`src/rtl/rice_core_pkg.sv`:
```
// Shared types and helpers for the rice core pipeline interlock logic.
package rice_core_pkg;

  typedef enum logic [1:0] {
    IDLE     = 2'd0,
    RUN      = 2'd1,
    MEM_WAIT = 2'd2,
    FLUSH    = 2'd3
  } rice_core_hazard_state;

  localparam logic [1:0] HZ_IDLE     = IDLE;
  localparam logic [1:0] HZ_RUN      = RUN;
  localparam logic [1:0] HZ_MEM_WAIT = MEM_WAIT;
  localparam logic [1:0] HZ_FLUSH    = FLUSH;

  localparam int unsigned FLUSH_TIMER_W = 4;

  // Specifiers arrive zero-extended so one helper serves any RS width; x0 never hits.
  function automatic logic rice_core_load_use_hit(input logic [31:0] rs, input logic used,
                                                  input logic [31:0] rd);
    return used && (rs == rd) && (rd != 32'd0);
  endfunction

endpackage

```
`src/rtl/rice_core_hazard_control_if.sv`:
```
// Signal bundle between the IF/ID/EX pipeline and the hazard controller.
// RICE_HAZARD_STALL_COUNTER_EN adds the o_stall_cycles statistic.
interface rice_core_hazard_control_if #(
  parameter int RS_WIDTH = 5
);
  logic                i_enable;
  logic                i_id_valid;
  logic [RS_WIDTH-1:0] i_id_rs1;
  logic [RS_WIDTH-1:0] i_id_rs2;
  logic                i_id_rs1_used;
  logic                i_id_rs2_used;
  logic                i_ex_valid;
  logic                i_ex_load;
  logic [RS_WIDTH-1:0] i_ex_rd;
  logic                i_mem_ready;
  logic                i_flush_req;
  logic                o_stall;
  logic                o_ex_bubble;
  logic                o_flush;
`ifdef RICE_HAZARD_STALL_COUNTER_EN
  logic [31:0]         o_stall_cycles;
`endif

  modport master (
    output i_enable, i_id_valid, i_id_rs1, i_id_rs2, i_id_rs1_used, i_id_rs2_used,
           i_ex_valid, i_ex_load, i_ex_rd, i_mem_ready, i_flush_req,
    input  o_stall, o_ex_bubble, o_flush
`ifdef RICE_HAZARD_STALL_COUNTER_EN
           , o_stall_cycles
`endif
  );

  modport slave (
    input  i_enable, i_id_valid, i_id_rs1, i_id_rs2, i_id_rs1_used, i_id_rs2_used,
           i_ex_valid, i_ex_load, i_ex_rd, i_mem_ready, i_flush_req,
    output o_stall, o_ex_bubble, o_flush
`ifdef RICE_HAZARD_STALL_COUNTER_EN
           , o_stall_cycles
`endif
  );

endinterface

```
`src/rtl/rice_core_flush_timer.sv`:
```
// Loadable down-counter; done is high while the count sits at zero.
module rice_core_flush_timer #(
  parameter int W = 4
) (
  input  logic         clk,
  input  logic         rst_n,
  input  logic         clear,
  input  logic         load,
  input  logic [W-1:0] load_val,
  input  logic         dec,
  output logic         done
);

  logic [W-1:0] count;

  always_ff @(posedge clk or negedge rst_n) begin
    if (!rst_n) begin
      count <= '0;
    end else if (clear) begin
      count <= '0;
    end else if (load) begin
      count <= load_val;
    end else if (dec && (count != '0)) begin
      count <= count - W'(1);
    end
  end

  assign done = (count == '0);

endmodule

```
`src/rtl/rice_core_hazard_control.sv`:
```
// Pipeline interlock: load-use stall, memory-wait stall and redirect flush.
// RICE_HAZARD_STALL_COUNTER_EN adds a saturating stalled-cycle counter.
module rice_core_hazard_control
  import rice_core_pkg::*;
#(
  parameter int FLUSH_CYCLES = 2,
  parameter int RS_WIDTH     = 5
) (
  input logic                       i_clk,
  input logic                       i_rst_n,
  rice_core_hazard_control_if.slave hz
);

  logic [1:0]          state;
  logic [1:0]          state_nxt;
  logic [RS_WIDTH-1:0] id_rs1;
  logic [RS_WIDTH-1:0] id_rs2;
  logic [RS_WIDTH-1:0] ex_rd;
  logic                hazard;
  logic                stall;
  logic                ex_bubble;
  logic                flush;
  logic                timer_load;
  logic                timer_dec;
  logic                timer_done;

  assign id_rs1 = hz.i_id_rs1;
  assign id_rs2 = hz.i_id_rs2;
  assign ex_rd  = hz.i_ex_rd;

  // Equal rs1/rs2 simply OR into one dependency.
  assign hazard = hz.i_id_valid && hz.i_ex_valid && hz.i_ex_load &&
                  (rice_core_load_use_hit(32'(id_rs1), hz.i_id_rs1_used, 32'(ex_rd)) ||
                   rice_core_load_use_hit(32'(id_rs2), hz.i_id_rs2_used, 32'(ex_rd)));

  always_comb begin
    state_nxt  = state;
    stall      = 1'b0;
    ex_bubble  = 1'b0;
    flush      = 1'b0;
    timer_load = 1'b0;
    timer_dec  = 1'b0;
    case (state)
      HZ_IDLE: state_nxt = HZ_RUN;
      HZ_RUN: begin
        if (hz.i_flush_req) begin
          state_nxt  = HZ_FLUSH;
          timer_load = 1'b1;
        end else if (hazard) begin
          stall     = 1'b1;
          ex_bubble = 1'b1;
          state_nxt = HZ_MEM_WAIT;
        end
      end
      HZ_MEM_WAIT: begin
        stall     = !hz.i_mem_ready;
        ex_bubble = !hz.i_mem_ready;
        if (hz.i_mem_ready) state_nxt = HZ_RUN;
      end
      HZ_FLUSH: begin
        flush     = 1'b1;
        ex_bubble = 1'b1;
        if (hz.i_flush_req)  timer_load = 1'b1;
        else if (timer_done) state_nxt  = HZ_RUN;
        else                 timer_dec  = 1'b1;
      end
      default: state_nxt = HZ_IDLE;
    endcase
    // Outputs follow the current state; disable only redirects the next one.
    if (!hz.i_enable) state_nxt = HZ_IDLE;
  end

  always_ff @(posedge i_clk or negedge i_rst_n) begin
    if (!i_rst_n) state <= HZ_IDLE;
    else          state <= state_nxt;
  end

  rice_core_flush_timer #(.W(FLUSH_TIMER_W)) u_flush_timer (
    .clk      (i_clk),
    .rst_n    (i_rst_n),
    .clear    (!hz.i_enable),
    .load     (timer_load),
    .load_val (FLUSH_TIMER_W'(FLUSH_CYCLES - 1)),
    .dec      (timer_dec),
    .done     (timer_done)
  );

  assign hz.o_stall     = stall;
  assign hz.o_ex_bubble = ex_bubble;
  assign hz.o_flush     = flush;

`ifdef RICE_HAZARD_STALL_COUNTER_EN
  logic [31:0] stall_cycles;

  always_ff @(posedge i_clk or negedge i_rst_n) begin
    if (!i_rst_n) begin
      stall_cycles <= '0;
    end else if (!hz.i_enable) begin
      stall_cycles <= '0;
    end else if (stall && (stall_cycles != 32'hFFFF_FFFF)) begin
      stall_cycles <= stall_cycles + 32'd1;
    end
  end

  assign hz.o_stall_cycles = stall_cycles;
`endif

  // A redirect cannot originate while the load is still outstanding.
  a_no_flush_in_mem_wait: assert property (@(posedge i_clk) disable iff (!i_rst_n)
    (state == HZ_MEM_WAIT) |-> !hz.i_flush_req);

endmodule

```
`src/flat_wrapper.sv`:
```
// flat-port wrapper written by rule: the top's interface ports become plain ports
module rice_core_hazard_control_flat import rice_core_pkg::*;
#(
  parameter int FLUSH_CYCLES = 2,
  parameter int RS_WIDTH     = 5
)
  (i_clk, i_rst_n, hz_i_enable, hz_i_id_valid, hz_i_id_rs1, hz_i_id_rs2, hz_i_id_rs1_used, hz_i_id_rs2_used, hz_i_ex_valid, hz_i_ex_load, hz_i_ex_rd, hz_i_mem_ready, hz_i_flush_req, hz_o_stall, hz_o_ex_bubble, hz_o_flush);
  rice_core_hazard_control_if #(.RS_WIDTH(RS_WIDTH)) hz_i ();
  input logic i_clk;
  input logic i_rst_n;
  input wire logic [$bits(hz_i.i_enable)-1:0] hz_i_enable;
  input wire logic [$bits(hz_i.i_id_valid)-1:0] hz_i_id_valid;
  input wire logic [$bits(hz_i.i_id_rs1)-1:0] hz_i_id_rs1;
  input wire logic [$bits(hz_i.i_id_rs2)-1:0] hz_i_id_rs2;
  input wire logic [$bits(hz_i.i_id_rs1_used)-1:0] hz_i_id_rs1_used;
  input wire logic [$bits(hz_i.i_id_rs2_used)-1:0] hz_i_id_rs2_used;
  input wire logic [$bits(hz_i.i_ex_valid)-1:0] hz_i_ex_valid;
  input wire logic [$bits(hz_i.i_ex_load)-1:0] hz_i_ex_load;
  input wire logic [$bits(hz_i.i_ex_rd)-1:0] hz_i_ex_rd;
  input wire logic [$bits(hz_i.i_mem_ready)-1:0] hz_i_mem_ready;
  input wire logic [$bits(hz_i.i_flush_req)-1:0] hz_i_flush_req;
  output wire logic [$bits(hz_i.o_stall)-1:0] hz_o_stall;
  output wire logic [$bits(hz_i.o_ex_bubble)-1:0] hz_o_ex_bubble;
  output wire logic [$bits(hz_i.o_flush)-1:0] hz_o_flush;
  assign hz_i.i_enable = hz_i_enable;
  assign hz_i.i_id_valid = hz_i_id_valid;
  assign hz_i.i_id_rs1 = hz_i_id_rs1;
  assign hz_i.i_id_rs2 = hz_i_id_rs2;
  assign hz_i.i_id_rs1_used = hz_i_id_rs1_used;
  assign hz_i.i_id_rs2_used = hz_i_id_rs2_used;
  assign hz_i.i_ex_valid = hz_i_ex_valid;
  assign hz_i.i_ex_load = hz_i_ex_load;
  assign hz_i.i_ex_rd = hz_i_ex_rd;
  assign hz_i.i_mem_ready = hz_i_mem_ready;
  assign hz_i.i_flush_req = hz_i_flush_req;
  assign hz_o_stall = hz_i.o_stall;
  assign hz_o_ex_bubble = hz_i.o_ex_bubble;
  assign hz_o_flush = hz_i.o_flush;
  rice_core_hazard_control #(.FLUSH_CYCLES(FLUSH_CYCLES), .RS_WIDTH(RS_WIDTH)) u_core (.i_clk(i_clk), .i_rst_n(i_rst_n), .hz(hz_i));
endmodule
```
`config.mk`:
```
export PLATFORM = sky130hd
export DESIGN_NAME = rice_core_hazard_control_flat
export DESIGN_NICKNAME = d
export VERILOG_FILES = /design/src/rtl/rice_core_pkg.sv /design/src/rtl/rice_core_hazard_control_if.sv /design/src/rtl/rice_core_flush_timer.sv /design/src/rtl/rice_core_hazard_control.sv /design/src/flat_wrapper.sv
export SDC_FILE = /design/constraint.sdc
export NUM_CORES = 1
export LEC_CHECK = 0
export CAP_MARGIN = 20
export CORE_UTILIZATION = 37
export DETAILED_ROUTE_END_ITERATION = 16
export GPL_TIMING_DRIVEN = 1
export PLACE_DENSITY_LB_ADDON = 0.1
export SLEW_MARGIN = 20
export SYNTH_ARGS = -nofsm -noshare
export SYNTH_HDL_FRONTEND = slang
export SYNTH_HIERARCHICAL = 1
export SYNTH_SLANG_ARGS = --single-unit
```
`constraint.sdc`:
```
create_clock -name i_clk -period 2.1 [get_ports i_clk]
set_input_delay 0.42 -clock i_clk [delete_from_list [all_inputs] [get_ports i_clk]]
set_output_delay 0.42 -clock i_clk [all_outputs]
set_load 0.01 [all_outputs]
```
# Word level (Yosys, flattened, before mapping)
# Index checks and enable logic that the tools add are counted.
# totals
ff_bits	6
word_cells	49
# classes
mux	20
n_reduce_logical	16
eq_ne	10
add_sub_neg	1
# ops
operator	count
$mux W2	6
$mux W4	3
$eq A5 B5 Y1	2
$logic_and A1 B1 Y1	8
$mux W1	8
$pmux W2 S4	1
$ne A3 B3 Y1 const B	2
$reduce_bool A5 Y1	1
$eq A2 B2 Y1 const B	2
$logic_not A4 Y1	1
$ne A4 B3 Y1 const B	1
$reduce_and A4 Y1	1
$reduce_bool A4 Y1	1
$sub A4 B1 Y4 const B	1
$ne A3 B1 Y1 const B	1
$ne A3 B2 Y1 const B	1
$pmux W1 S3	1
$eq A2 B1 Y1 const B	1
$logic_not A2 Y1	1
$pmux W1 S2	1
$reduce_or A2 Y1	1
$logic_not A1 Y1	1
$logic_or A1 B1 Y1	1

# Depth between registers and ports, before layout
# logic_depth
ltp_word	9
mapped_depth	10
mapped_depth_nobuf	9

# Modules after synthesis
# The synthesis kept the hierarchy.
# modules_own_cells
mod	cells_each	area_per_inst_um2	n_inst
rice_core_hazard_control	47	370.4	1
rice_core_flush_timer	31	292.8	1

# Worst setup path before layout
# No wires, ideal clock.
# synth_timing
kind	reg2reg
startpoint	register u_core.u_flush_timer.count[1]
endpoint	register u_core.u_flush_timer.count[3]
setup_slack_ns	-0.134
setup_time_ns	0.094
n_path_buf	1
arrival_ns	2.140
path_stages_with_launch	10
cell_sequence	dfrtp_1 -> inv_1 -> ha_1 -> or3b_1 -> buf_2 -> inv_1 -> nor3_1 -> nor4b_1 -> mux2i_1 -> a211oi_1
# synth_via
elab_chain_cells	6
word_cells_on_any_way	11
# synth_lines
item	line	source
start: declaration	rice_core_flush_timer.sv:14	logic [W-1:0] count;
start signal: assignment	rice_core_flush_timer.sv:22	count <= load_val;
start signal: assignment	rice_core_flush_timer.sv:24	count <= count - W'(1);
$logic_not A4 Y1	rice_core_flush_timer.sv:28	assign done = (count == '0);
via u_core.timer_done	rice_core_hazard_control.sv:25	logic timer_done;
$mux W1	rice_core_hazard_control.sv:64	else if (timer_done) state_nxt = HZ_RUN;
$mux W1	rice_core_hazard_control.sv:63	if (hz.i_flush_req) timer_load = 1'b1;
$mux W1	rice_core_hazard_control.sv:43	case (state)
via u_core.timer_dec	rice_core_hazard_control.sv:24	logic timer_dec;
$logic_and A1 B1 Y1	rice_core_flush_timer.sv:23	end else if (dec && (count != '0)) begin
$ne A3 B1 Y1 (no source line)	n/a	
# The timed path passes the listed nets, and every way through them passes these cells. The select of a mux whose other input is x is not followed.
# A chain may end at the register's enable or synchronous reset.

# Worst setup path in the final report
# layout_timing
startpoint	input port hz_i_ex_rd[2]
endpoint	output port hz_o_stall
# layout_via
elab_chain_cells	8
word_cells_on_any_way	12
# layout_lines
item	line	source
start: declaration	flat_wrapper.sv:19	input wire logic [$bits(hz_i.i_ex_rd)-1:0] hz_i_ex_rd;
$eq A5 B5 Y1	rice_core_pkg.sv:21	return used && (rs == rd) && (rd != 32'd0);
$logic_and A1 B1 Y1 (2 in a row)	rice_core_pkg.sv:21	
$logic_or A1 B1 Y1 *	rice_core_hazard_control.sv:33	(rice_core_load_use_hit(32'(id_rs1), hz.i_id_rs1_used, 32'(ex_rd)) ||
$logic_and A1 B1 Y1 *	rice_core_hazard_control.sv:32	assign hazard = hz.i_id_valid && hz.i_ex_valid && hz.i_ex_load &&
$mux W1 *	rice_core_hazard_control.sv:49	end else if (hazard) begin
$mux W1 *	rice_core_hazard_control.sv:46	if (hz.i_flush_req) begin
$pmux W1 S2 *	rice_core_hazard_control.sv:43	
end: declaration	flat_wrapper.sv:22	output wire logic [$bits(hz_i.o_stall)-1:0] hz_o_stall;
# Every way passes the cells marked *; elsewhere a longest branch is shown, timed or not.

==> flow_summary.ini <==
[setup_path]
critPathMaxStageDelay_ps = 270
worstPathCellList = dlygate4sd2_1, xnor2_1, nand4_1, o22ai_2, a31oi_2, nor2b_1, buf_2
cp_slowest_cell = dlygate4sd2_1
crit_buf_inv = 2
startpoint_type = primary input
cp_data_arrival_time_ps = 1560
cp-end-kind = output pin
r2r_setup_slack_ps = 220
cp_max_fo = 3
crit_required_ps = 1680
crit_family = buffers and inverters
worstSetupPathType = primary input to output pin

[die]
core_sq_um = 1590
die_x_microns = 44.3
start_util_pct = 41.6
die_y_microns = 44.3
pin_count = 28
rows = 14
die_area_sq_um = 1970

[synthesis]
synth_enable_flop_cells = 0
synth_area_leaders = dfrtp_1 (23%), xnor2_1 (13%), ha_1 (11%)
netlist.top_cell.by_area = dfrtp_1
synth_cells = 78
netlist-cell-type-count = 31
synth_area_per_cell_sq_um = 8.50
ys_warn_count = 6
synth_top_area_share_pct = 22.6
synth.top_cells.by_count = xnor2_1 (10), inv_1 (8), dfrtp_1 (6), ha_1 (6), nor2_1 (6)
async_reset_ff_share_pct = 100
synthFlopType = dfrtp_1
ys_seq_area_share_pct = 22.6
ys_ff_latch = 6
yosysMostFrequentCell = xnor2_1
synth.cell_area_sq_um = 663

[global_routing]
grt_pass1_vias = 655
grt_overflow = 0
grt_use_total_pct = 18.8
grt_max_degree = 8
grt_pass1_wl_mm = 2.70
antenna_found_initial = 0

[cts]
clk_pin_slew_worst_paths_ps = 40
cts.sink_count = 6
cts_buffers = 3
clockBufferDepth = 2
htreeDepth = 1
clockRootBuffer = clkbuf_4
cts_tree = done
clkLatencyLatePin_ps = 240

[routing]
routedWlPerCell_microns = 10.4
drtIter0Drc = 12
routed_wl_mm = 1.50
vias = 682
viasPerCell = 4.74
drc = 0
first_pass_iters = 4
ant_nets = 0

[cells_and_area]
final_util_pct = 66.3
final_cell_count_no_fill = 144
fin_nets = 153
syn_to_final_growth_pct = 59.4
antenna_cells = 0
stdcell_area_sq_um = 1060
fill_cells = 147
drive_gt1_share_pct = 20.8

[place]
place_hpwl_mm = 1.32
place_area_sq_um = 1050
dp_slack_ps = -571
gp_congestion = 0.793
io_buffer_count = 27
dp_cells = 140

[sta]
hold-worst-slack_ps = 416
setup_tns_ps = 0
drv_slew = 0
fin_crit_sh_pct = 94.2
rsz0062_at_grt = yes
finalClockSkew_ps = 2.23
setup_slack_ps = 121
fmax_mhz = 505
fin_crit_ps = 1980
setup_viol = 0
hold_violations = 0

[power_and_ir_drop]
power_density_nw_per_um2 = 370
p_total_mw = 0.392
power_leakage_nw = 0.466
ir_drop_mv = 0.334

[outcome]
status = finished clean

[min_path]
holdCritPathClass = primary input to async pin

[run]
drv_cap = 0
-- final cells by class --
| cell class | instances | area [sq um] | area share, % |
|---|---|---|---|
| flip-flops and latches | 6 | 150 | 14.2 |
| repair buffers | 38 | 330 | 31.2 |
| multi-input cells | 65 | 494 | 46.7 |
| clock buffers | 3 | 22.5 | 2.13 |
| well taps | 24 | 30.0 | 2.84 |
| inverters | 8 | 30.0 | 2.84 |
-- where the power goes --
group          switching, mW  internal [mW]  leakage [nW]  total [mW]
combinational         0.0709         0.0865         0.372       0.157
sequential           0.00592          0.124        0.0795       0.130
clock                 0.0402         0.0645        0.0138       0.105
-- worst register-to-register path: cells and delay by family (launching register included) --
| kind | cells | cell delay [ps] |
|---|---|---|
| compound gates | 2 | 420 |
| fa+ha+maj | 1 | 170 |
| buf+inv | 3 | 390 |
| flops | 1 | 380 |
| simple gates | 2 | 420 |
-- flip-flops by register name, summed over array words and instances (netlist names) --
name / cells
u_core/u_flush_timer/count: 4
u_core/state: 2
-- metal layers --
metal,vias up,global-route usage [%],wire length [microns]
met5,-,0,0
met4,0,5.45,0
met3,0,4.90,101
met2,26,30.9,731
met1,303,24.2,670
li1,353,-,-
-- cell families (layout without fill, tap and decap cells) --
family,count (synthesis),after routing,share of synthesized area [%]
other cells,2,4,1.13
xor+xnor,10,10,13.2
fa+ha+maj,6,6,11.3
buf+inv,9,49,5.28
flops,6,6,22.6
mux,1,1,1.51
compound gates,15,15,21.5
simple gates,29,29,23.4
-- final timing paths --
check,start,to,cells past startpoint
min,i_rst_n,u_core/u_flush_timer/count[2],1
min in group i_clk,u_core/u_flush_timer/count[2],u_core/u_flush_timer/count[2],2
min reg2reg,u_core/u_flush_timer/count[2],u_core/u_flush_timer/count[2],2
max in group asynchronous,i_rst_n,u_core/u_flush_timer/count[3],1
max reg2reg,u_core/u_flush_timer/count[0],u_core/u_flush_timer/count[0],8
max,hz_i_ex_rd[2],hz_o_stall,7
-- cell usage in the layout, fill, tap and decap left out, types with 2 or more instances in the layout --
cell type,count
dfrtp_1,6
nand4_1,3
buf_4,11
xnor2_1,10
nor3_1,3
nor2b_1,3
nand2_1,4
nand3_1,3
nor2_1,6
clkdlybuf4s50_1,10
a21oi_2,3
ha_1,6
a211oi_1,2
buf_2,2
inv_1,8
dlymetal6s2s_1,2
dlygate4sd2_1,10
clkdlybuf4s15_1,2
clkbuf_4,3
conb_1,4
-- what timing repair did --
| item | CTS | global route |
|---|---|---|
| pin swaps | 10 | 10 |
| endpoints found under the setup margin | 2 | 3 |
| buffers inserted | 0 | 1 |
| gates resized for setup | 22 | 6 |
| hold buffers | 0 | 0 |
(Power assumes the default switching activity.)
